File: config.mk
export PLATFORM = sky130hd
export DESIGN_NAME = decoder_scan
export DESIGN_NICKNAME = d
export VERILOG_FILES = /design/src/rtl/decoder_scan.sv
export SDC_FILE = /design/constraint.sdc
export NUM_CORES = 1
export LEC_CHECK = 0
export CAP_MARGIN = 10
export CELL_PAD_IN_SITES_DETAIL_PLACEMENT = 2
export CELL_PAD_IN_SITES_GLOBAL_PLACEMENT = 2
export CORE_UTILIZATION = 29
export CTS_CLUSTER_SIZE = 28
export DETAILED_ROUTE_END_ITERATION = 10
export HOLD_SLACK_MARGIN = 0.08
export PLACE_DENSITY = 0.82
export SLEW_MARGIN = 15
export SYNTH_ARGS = -nofsm -noshare
export SYNTH_HDL_FRONTEND = slang
export SYNTH_SLANG_ARGS = --single-unit
File: constraint.sdc
create_clock -name clk -period 2.2 [get_ports clk]
set_input_delay 0.22 -clock clk [delete_from_list [all_inputs] [get_ports clk]]
set_output_delay 0.22 -clock clk [all_outputs]
set_load 0.05 [all_outputs]
File: src/rtl/decoder_scan.sv
// Registered binary-to-one-hot decoder with a built-in dwell/scan sequencer.
// Define DECODER_SCAN_ACTIVE_LOW_EN to invert y for common-anode drivers.
module decoder_scan #(
  parameter int N   = 2,
  parameter int DIV = 4
) (
  input  logic                 clk,
  input  logic                 rst,
  input  logic                 en,
  input  logic                 mode,
  input  logic [N-1:0]         i,
  output logic [(1<<N)-1:0]    y,
  output logic [N-1:0]         idx,
  output logic                 wrap
);

  localparam int W  = 1 << N;
  localparam int CW = (DIV > 1) ? $clog2(DIV) : 1;
  localparam logic [CW-1:0] LAST = CW'(DIV - 1);
  localparam logic [N-1:0]  TOP  = '1;

  typedef enum logic [1:0] {
    IDLE,
    DIRECT,
    SCAN
  } state_t;

  state_t          state_q;
  logic [W-1:0]    oh_q;
  logic [N-1:0]    idx_q;
  logic [CW-1:0]   cnt_q;
  logic            wrap_q;
  logic [N-1:0]    idx_d;

  assign idx_d = idx_q + N'(1);

  always_ff @(posedge clk) begin
    if (rst || !en) begin
      state_q <= IDLE;
      oh_q    <= '0;
      idx_q   <= '0;
      cnt_q   <= '0;
      wrap_q  <= 1'b0;
    end else if (!mode) begin
      state_q <= DIRECT;
      oh_q    <= W'(1) << i;
      idx_q   <= i;
      cnt_q   <= '0;
      wrap_q  <= 1'b0;
    end else if (state_q != SCAN) begin
      // Entry: first position gets a full dwell, never flags wrap.
      state_q <= SCAN;
      oh_q    <= W'(1) << i;
      idx_q   <= i;
      cnt_q   <= '0;
      wrap_q  <= 1'b0;
    end else if (cnt_q == LAST) begin
      cnt_q   <= '0;
      idx_q   <= idx_d;
      oh_q    <= W'(1) << idx_d;
      wrap_q  <= (idx_q == TOP);
    end else begin
      cnt_q   <= cnt_q + CW'(1);
      wrap_q  <= 1'b0;
    end
  end

`ifdef DECODER_SCAN_ACTIVE_LOW_EN
  assign y = ~oh_q;
`else
  assign y = oh_q;
`endif
  assign idx  = idx_q;
  assign wrap = wrap_q;

endmodule

==> flow_metrics.env, run 1 <==
export IMPL_ff_latch_area_um2=220
export IMPL_ys_seq_elements=11
export IMPL_antenna_left=0
export IMPL_dpl_hpwl_um=866
export IMPL_wl_um=1220
export IMPL_yosys_warnings=0
export IMPL_synth_top_area_share_pct=42.3
export IMPL_cp_required_ns=1.98
export IMPL_cp_max_fo=5
export IMPL_fillers=178
export IMPL_initial_core_util_pct=32.7
export IMPL_final_setup_viol_count=0
export IMPL_final_period_utilization_pct=79.3
export IMPL_syn_inst=54
export IMPL_num_vias=418
export IMPL_start_kind="register"
export IMPL_vias_per_cell=4.59
export IMPL_yosysMostFrequentCell="dfxtp_1"
export IMPL_leakage_nw=0.256
export IMPL_cts_sinks=11
export IMPL_reg2reg_depth=4
export IMPL_drive_gt1_share_pct=10.4
export IMPL_numCtsBuffers=3
export IMPL_diodes=0
export IMPL_cp_slowest_cell="clkdlybuf4s50_1"
export IMPL_cts_tree="yes"
export IMPL_yosysTopAreaCell="dfxtp_1"
export IMPL_ys_types=22
export IMPL_syn_num_nets=65
export IMPL_rows=14
export IMPL_ys_seq_area_share_pct=42.3
export IMPL_grt_max_degree=10
export IMPL_tightest_slew_ns=0.508
export IMPL_yosys_most_used_dff="dfxtp_1"
export IMPL_path_clk_slew_ns=0.08
export IMPL_powerDensity_nw_per_um2=592
export IMPL_multi_input_area_um2=269
export IMPL_overflow=0
export IMPL_grtUsageMet2_pct=25.0
export IMPL_max_vdd_ir_drop_uv=322
export IMPL_die_area_um2=1970
export IMPL_timing_rr_start="cnt_q[0]"
export IMPL_worst_path_buf_inv=1
export IMPL_cap_viol_max_count=0
export IMPL_die_x_um=44.4
export IMPL_synth_edff_count=0
export IMPL_grt_pass1_vias=483
export IMPL_syn_area_per_cell_um2=9.64
export IMPL_path_delay_family="buffers and inverters"
export IMPL_dieHeight_um=44.4
export IMPL_final_core_util_pct=42.5
export IMPL_gp_congestion=0.658
export IMPL_cts_buffer_depth=2
export IMPL_fin_nets=79
export IMPL_hold_viol=0
export IMPL_root_buffer="clkbuf_4"
export IMPL_synthArstFlopShare_pct=0
export IMPL_grtUsageMet3_pct=2.45
export IMPL_fin_tns_setup_ns=0
export IMPL_syn_area_um2=520
export IMPL_r2r_setup_slack_ns=0.79
export IMPL_core_area_um2=1590
export IMPL_maxSlewViolCount=0
export IMPL_cts_resized=0
export IMPL_critPathCaptureType="output port"
export IMPL_reg2reg_to="y[2]"
export IMPL_synth_area_leaders="dfxtp_1 (42%), ha_1 (12%), mux2_2 (6.5%)"
export IMPL_cp_arrival_ns=1.52
export IMPL_cpPeakStageDelay_ns=0.84
export IMPL_synth_top_cells_by_count="dfxtp_1 (11), ha_1 (5), nor2_1 (5)"
export IMPL_path_cells="clkdlybuf4s50_1"
export IMPL_final_min_clock_period_ns=1.74
export IMPL_route_detailed_drc=0
export IMPL_antenna_found_initial=0
export IMPL_worst_slew_margin_rel_pct=66.0
export IMPL_status="finished clean"
export IMPL_fmaxAchievable_mhz=574
export IMPL_rsz0062_at_grt="no"
export IMPL_crit_end="idx[1]"
export IMPL_crit_start="idx[1]"
export IMPL_cts_setup_buffers=0
export IMPL_hold_class="reg2reg"
export IMPL_drt_iter0_markers=7
export IMPL_grt_busiest_layer="met2"
export IMPL_critical_path_class="reg2out"
export IMPL_ios=13
export IMPL_port_buffers=12
export IMPL_wire_per_inst_um=13.4
export IMPL_fin_worst_skew_ns=0.00415
export IMPL_clk_latency_ns=0.27
export IMPL_gr_usage_met1_pct=19.5
export IMPL_grt_pass1_wl_um=2210
export IMPL_firstDrtPassIters=4
export IMPL_syn2layout_area_growth_pct=30.0
export IMPL_htree_num_levels=1
export IMPL_holdBufCountCts=0
export IMPL_path_depth=1
export IMPL_track_usage_pct=15.8
layout make-up:
cell class                      count  area share [%]
Tap cell                           24            4.44
Clock buffer                        4            3.88
Timing Repair Buffer               12            17.7
Multi-Input combinational cell     37            39.7
Sequential cell                    11            32.5
Inverter                            3            1.66
routing by layer:
layer	share of wire [%]	routed length, µm
met1	48	583
met2	48	591
met3	2.3	28
met4	1.5	18
met5	0	0
metrics by stage:
stage	power (W)	cell area [µm²]	cells	hold WS (ns)	setup WS, ns
3_5_place_dp	0.000265	651	87	0.448	0.659
6_report	0.000401	677	91	0.443	0.456
3_3_place_gp	0.000264	651	87	0.422	0.731
2_1_floorplan	0.000243	520	54	0.292	0.696
5_1_grt	0.000420	677	91	0.476	0.386
4_1_cts	0.000407	677	91	0.458	0.435
cell usage in the layout, fill, tap and decap left out, types with 2 or more instances in the layout:
| cell | count |
|---|---|
| nand3b_1 | 3 |
| clkdlybuf4s50_1 | 12 |
| nand2b_1 | 3 |
| clkbuf_4 | 3 |
| inv_1 | 3 |
| nand2_1 | 4 |
| mux2_2 | 3 |
| a211oi_1 | 2 |
| dfxtp_1 | 11 |
| ha_1 | 5 |
| a21oi_1 | 3 |
| nor2_1 | 5 |
cell families after synthesis:
kind of cell             count (synthesis)  share of synthesized area, %
AO/OA/AOI/OAI                            7                          8.89
buffers and inverters                    6                          6.01
adder cells (fa/ha/maj)                  5                          12.0
XOR/XNOR                                 1                          1.68
multiplexers                             4                          8.41
AND/OR/NAND/NOR                         20                          20.7
flip-flops                              11                          42.3
power breakdown:
part | internal, W | switching [W] | total, W
Clock | 0.0000701 | 0.0000697 | 0.000140
Sequential | 0.000204 | 0.00000408 | 0.000208
Combinational | 0.0000229 | 0.0000299 | 0.0000528
how the worst min path moves through the flow:
stage,cells past startpoint,end,from,slack [ns]
2_1_floorplan,1,state_q[0],mode,0.29
3_3_place_gp,1,cnt_q[0],cnt_q[0],0.42
3_5_place_dp,1,cnt_q[0],cnt_q[0],0.45
4_1_cts,1,cnt_q[0],cnt_q[0],0.46
5_1_grt,1,cnt_q[0],cnt_q[0],0.48
6_report,1,cnt_q[0],cnt_q[0],0.44
registers in the layout (all words and copies together), names as in the netlist:
name / count
y: 4
idx: 2
cnt_q: 2
wrap: 1
state_q: 2
Note: power is estimated with default switching activity, not from simulation.
==> run 2: changes to the inputs <==
Settings changed: CORE_UTILIZATION 29 to 27, PLACE_DENSITY 0.82 to 0.77.
Clock period 2.2 ns to 1.7 ns, I/O delays scaled along.
==> run 2 against run 1 <==
Net effect: flip-flop and latch count unchanged; sequential power increased by 30%; critical path depth unchanged; critical endpoint is now y[1]; register-to-register slack got worse by 0.47 ns; non-clock buffer count increased by 1; first-iteration DRC count decreased by 86%; clock power increased by 26%; die area increased by 7.1%; clock skew decreased by 0.0027 ns; critical path type unchanged; hold slack improved by 0.018 ns.
==> flow_metrics.env, run 2 (synthesis results as in run 1) <==
export IMPL_status="finished clean"
export IMPL_grt_pass1_vias=453
export IMPL_maxSlewViolCount=0
export IMPL_path_cells="clkdlybuf4s50_1"
export IMPL_diodes=0
export IMPL_numCtsBuffers=3
export IMPL_final_cells=93
export IMPL_cpPeakStageDelay_ns=0.80
export IMPL_worst_slew_margin_rel_pct=67.0
export IMPL_syn2layout_area_growth_pct=30.8
export IMPL_critPathCaptureType="output port"
export IMPL_fin_worst_skew_ns=0.00140
export IMPL_vias_per_cell=4.58
export IMPL_die_x_um=45.9
export IMPL_ios=13
export IMPL_antenna_left=0
export IMPL_dpl_hpwl_um=871
export IMPL_hold_viol=0
export IMPL_final_period_utilization_pct=93.2
export IMPL_cts_tree="yes"
export IMPL_fin_tns_setup_ns=0
export IMPL_hold_class="reg2reg"
export IMPL_start_kind="register"
export IMPL_worst_path_buf_inv=1
export IMPL_total_power_w=0.000515
export IMPL_tightest_slew_ns=0.494
export IMPL_final_setup_viol_count=0
export IMPL_track_usage_pct=14.7
export IMPL_gp_congestion=0.682
export IMPL_powerDensity_nw_per_um2=757
export IMPL_port_buffers=12
export IMPL_htree_num_levels=1
export IMPL_cts_setup_buffers=0
export IMPL_rows=15
export IMPL_cp_required_ns=1.53
export IMPL_final_core_util_pct=38.6
export IMPL_dp_cells=89
export IMPL_path_delay_family="buffers and inverters"
export IMPL_fmaxAchievable_mhz=631
export IMPL_clk_latency_ns=0.26
export IMPL_overflow=0
export IMPL_cts_resized=0
export IMPL_fin_nets=80
export IMPL_cp_arrival_ns=1.41
export IMPL_postLayoutCellArea_um2=681
export IMPL_path_clk_slew_ns=0.07
export IMPL_drt_iter0_markers=1
export IMPL_place_area_um2=654
export IMPL_grt_pass1_wl_um=2080
export IMPL_final_min_clock_period_ns=1.58
export IMPL_num_vias=426
export IMPL_holdBufCountCts=0
export IMPL_initial_core_util_pct=29.5
export IMPL_route_detailed_drc=0
export IMPL_max_vdd_ir_drop_uv=416
export IMPL_largest_reg_flops=4
export IMPL_wl_um=1170
export IMPL_dieHeight_um=45.9
export IMPL_cts_buffer_depth=2
export IMPL_cts_sinks=11
export IMPL_cp_max_fo=2
export IMPL_root_buffer="clkbuf_4"
export IMPL_critical_path_class="reg2out"
export IMPL_core_area_um2=1760
export IMPL_grt_max_degree=10
export IMPL_r2r_setup_slack_ns=0.32
export IMPL_antenna_found_initial=0
export IMPL_drive_gt1_share_pct=14.7
export IMPL_firstDrtPassIters=2
export IMPL_rsz0062_at_grt="no"
export IMPL_cap_viol_max_count=0
export IMPL_die_area_um2=2110
export IMPL_cp_slowest_cell="clkdlybuf4s50_1"
export IMPL_wire_per_inst_um=12.6
export IMPL_final_cell_mix="dfxtp_1 (11), clkdlybuf4s50_1 (10), nor2_1 (5), ha_1 (5), nand2_1 (4)"
export IMPL_final_common_cell="dfxtp_1"
export IMPL_leakage_nw=0.264
[run 2: area by class of cell]
type	count	area, µm²
timing repair buffer	13	123
fill	208	1080
multi-input combinational	37	269
clock buffer	4	26.3
sequential	11	220
tap	25	31.3
inverter	3	11.3
[run 2: metal layers]
metal	up-vias	track usage (%)	share of wire, %	wire length, µm
li1	209	-	-	-
met1	205	16.9	45	527
met2	10	22.5	50	588
met3	2	5.95	2.9	34
met4	0	8.82	1.5	18
met5	-	0	0	0
[run 2: final timing paths]
kind,start,cells past startpoint,to
min,cnt_q[0],1,cnt_q[0]
max,y[1],1,y[1]
max reg2reg,cnt_q[0],4,y[2]
min reg2reg,cnt_q[0],1,cnt_q[0]
[run 2: metrics by stage]
stage / hold slack, ns / setup WS [ns]
after global placement: 0.420 / 0.284
after floorplan: 0.242 / 0.196
after detailed placement: 0.456 / 0.215
after CTS: 0.467 / 0.103
final: 0.461 / 0.116
after global routing: 0.490 / 0.0568
[run 2: where the power goes]
| part | switching (W) | internal (W) |
|---|---|---|
| Combinational | 0.0000380 | 0.0000300 |
| Sequential | 0.00000538 | 0.000264 |
| Clock | 0.0000866 | 0.0000907 |
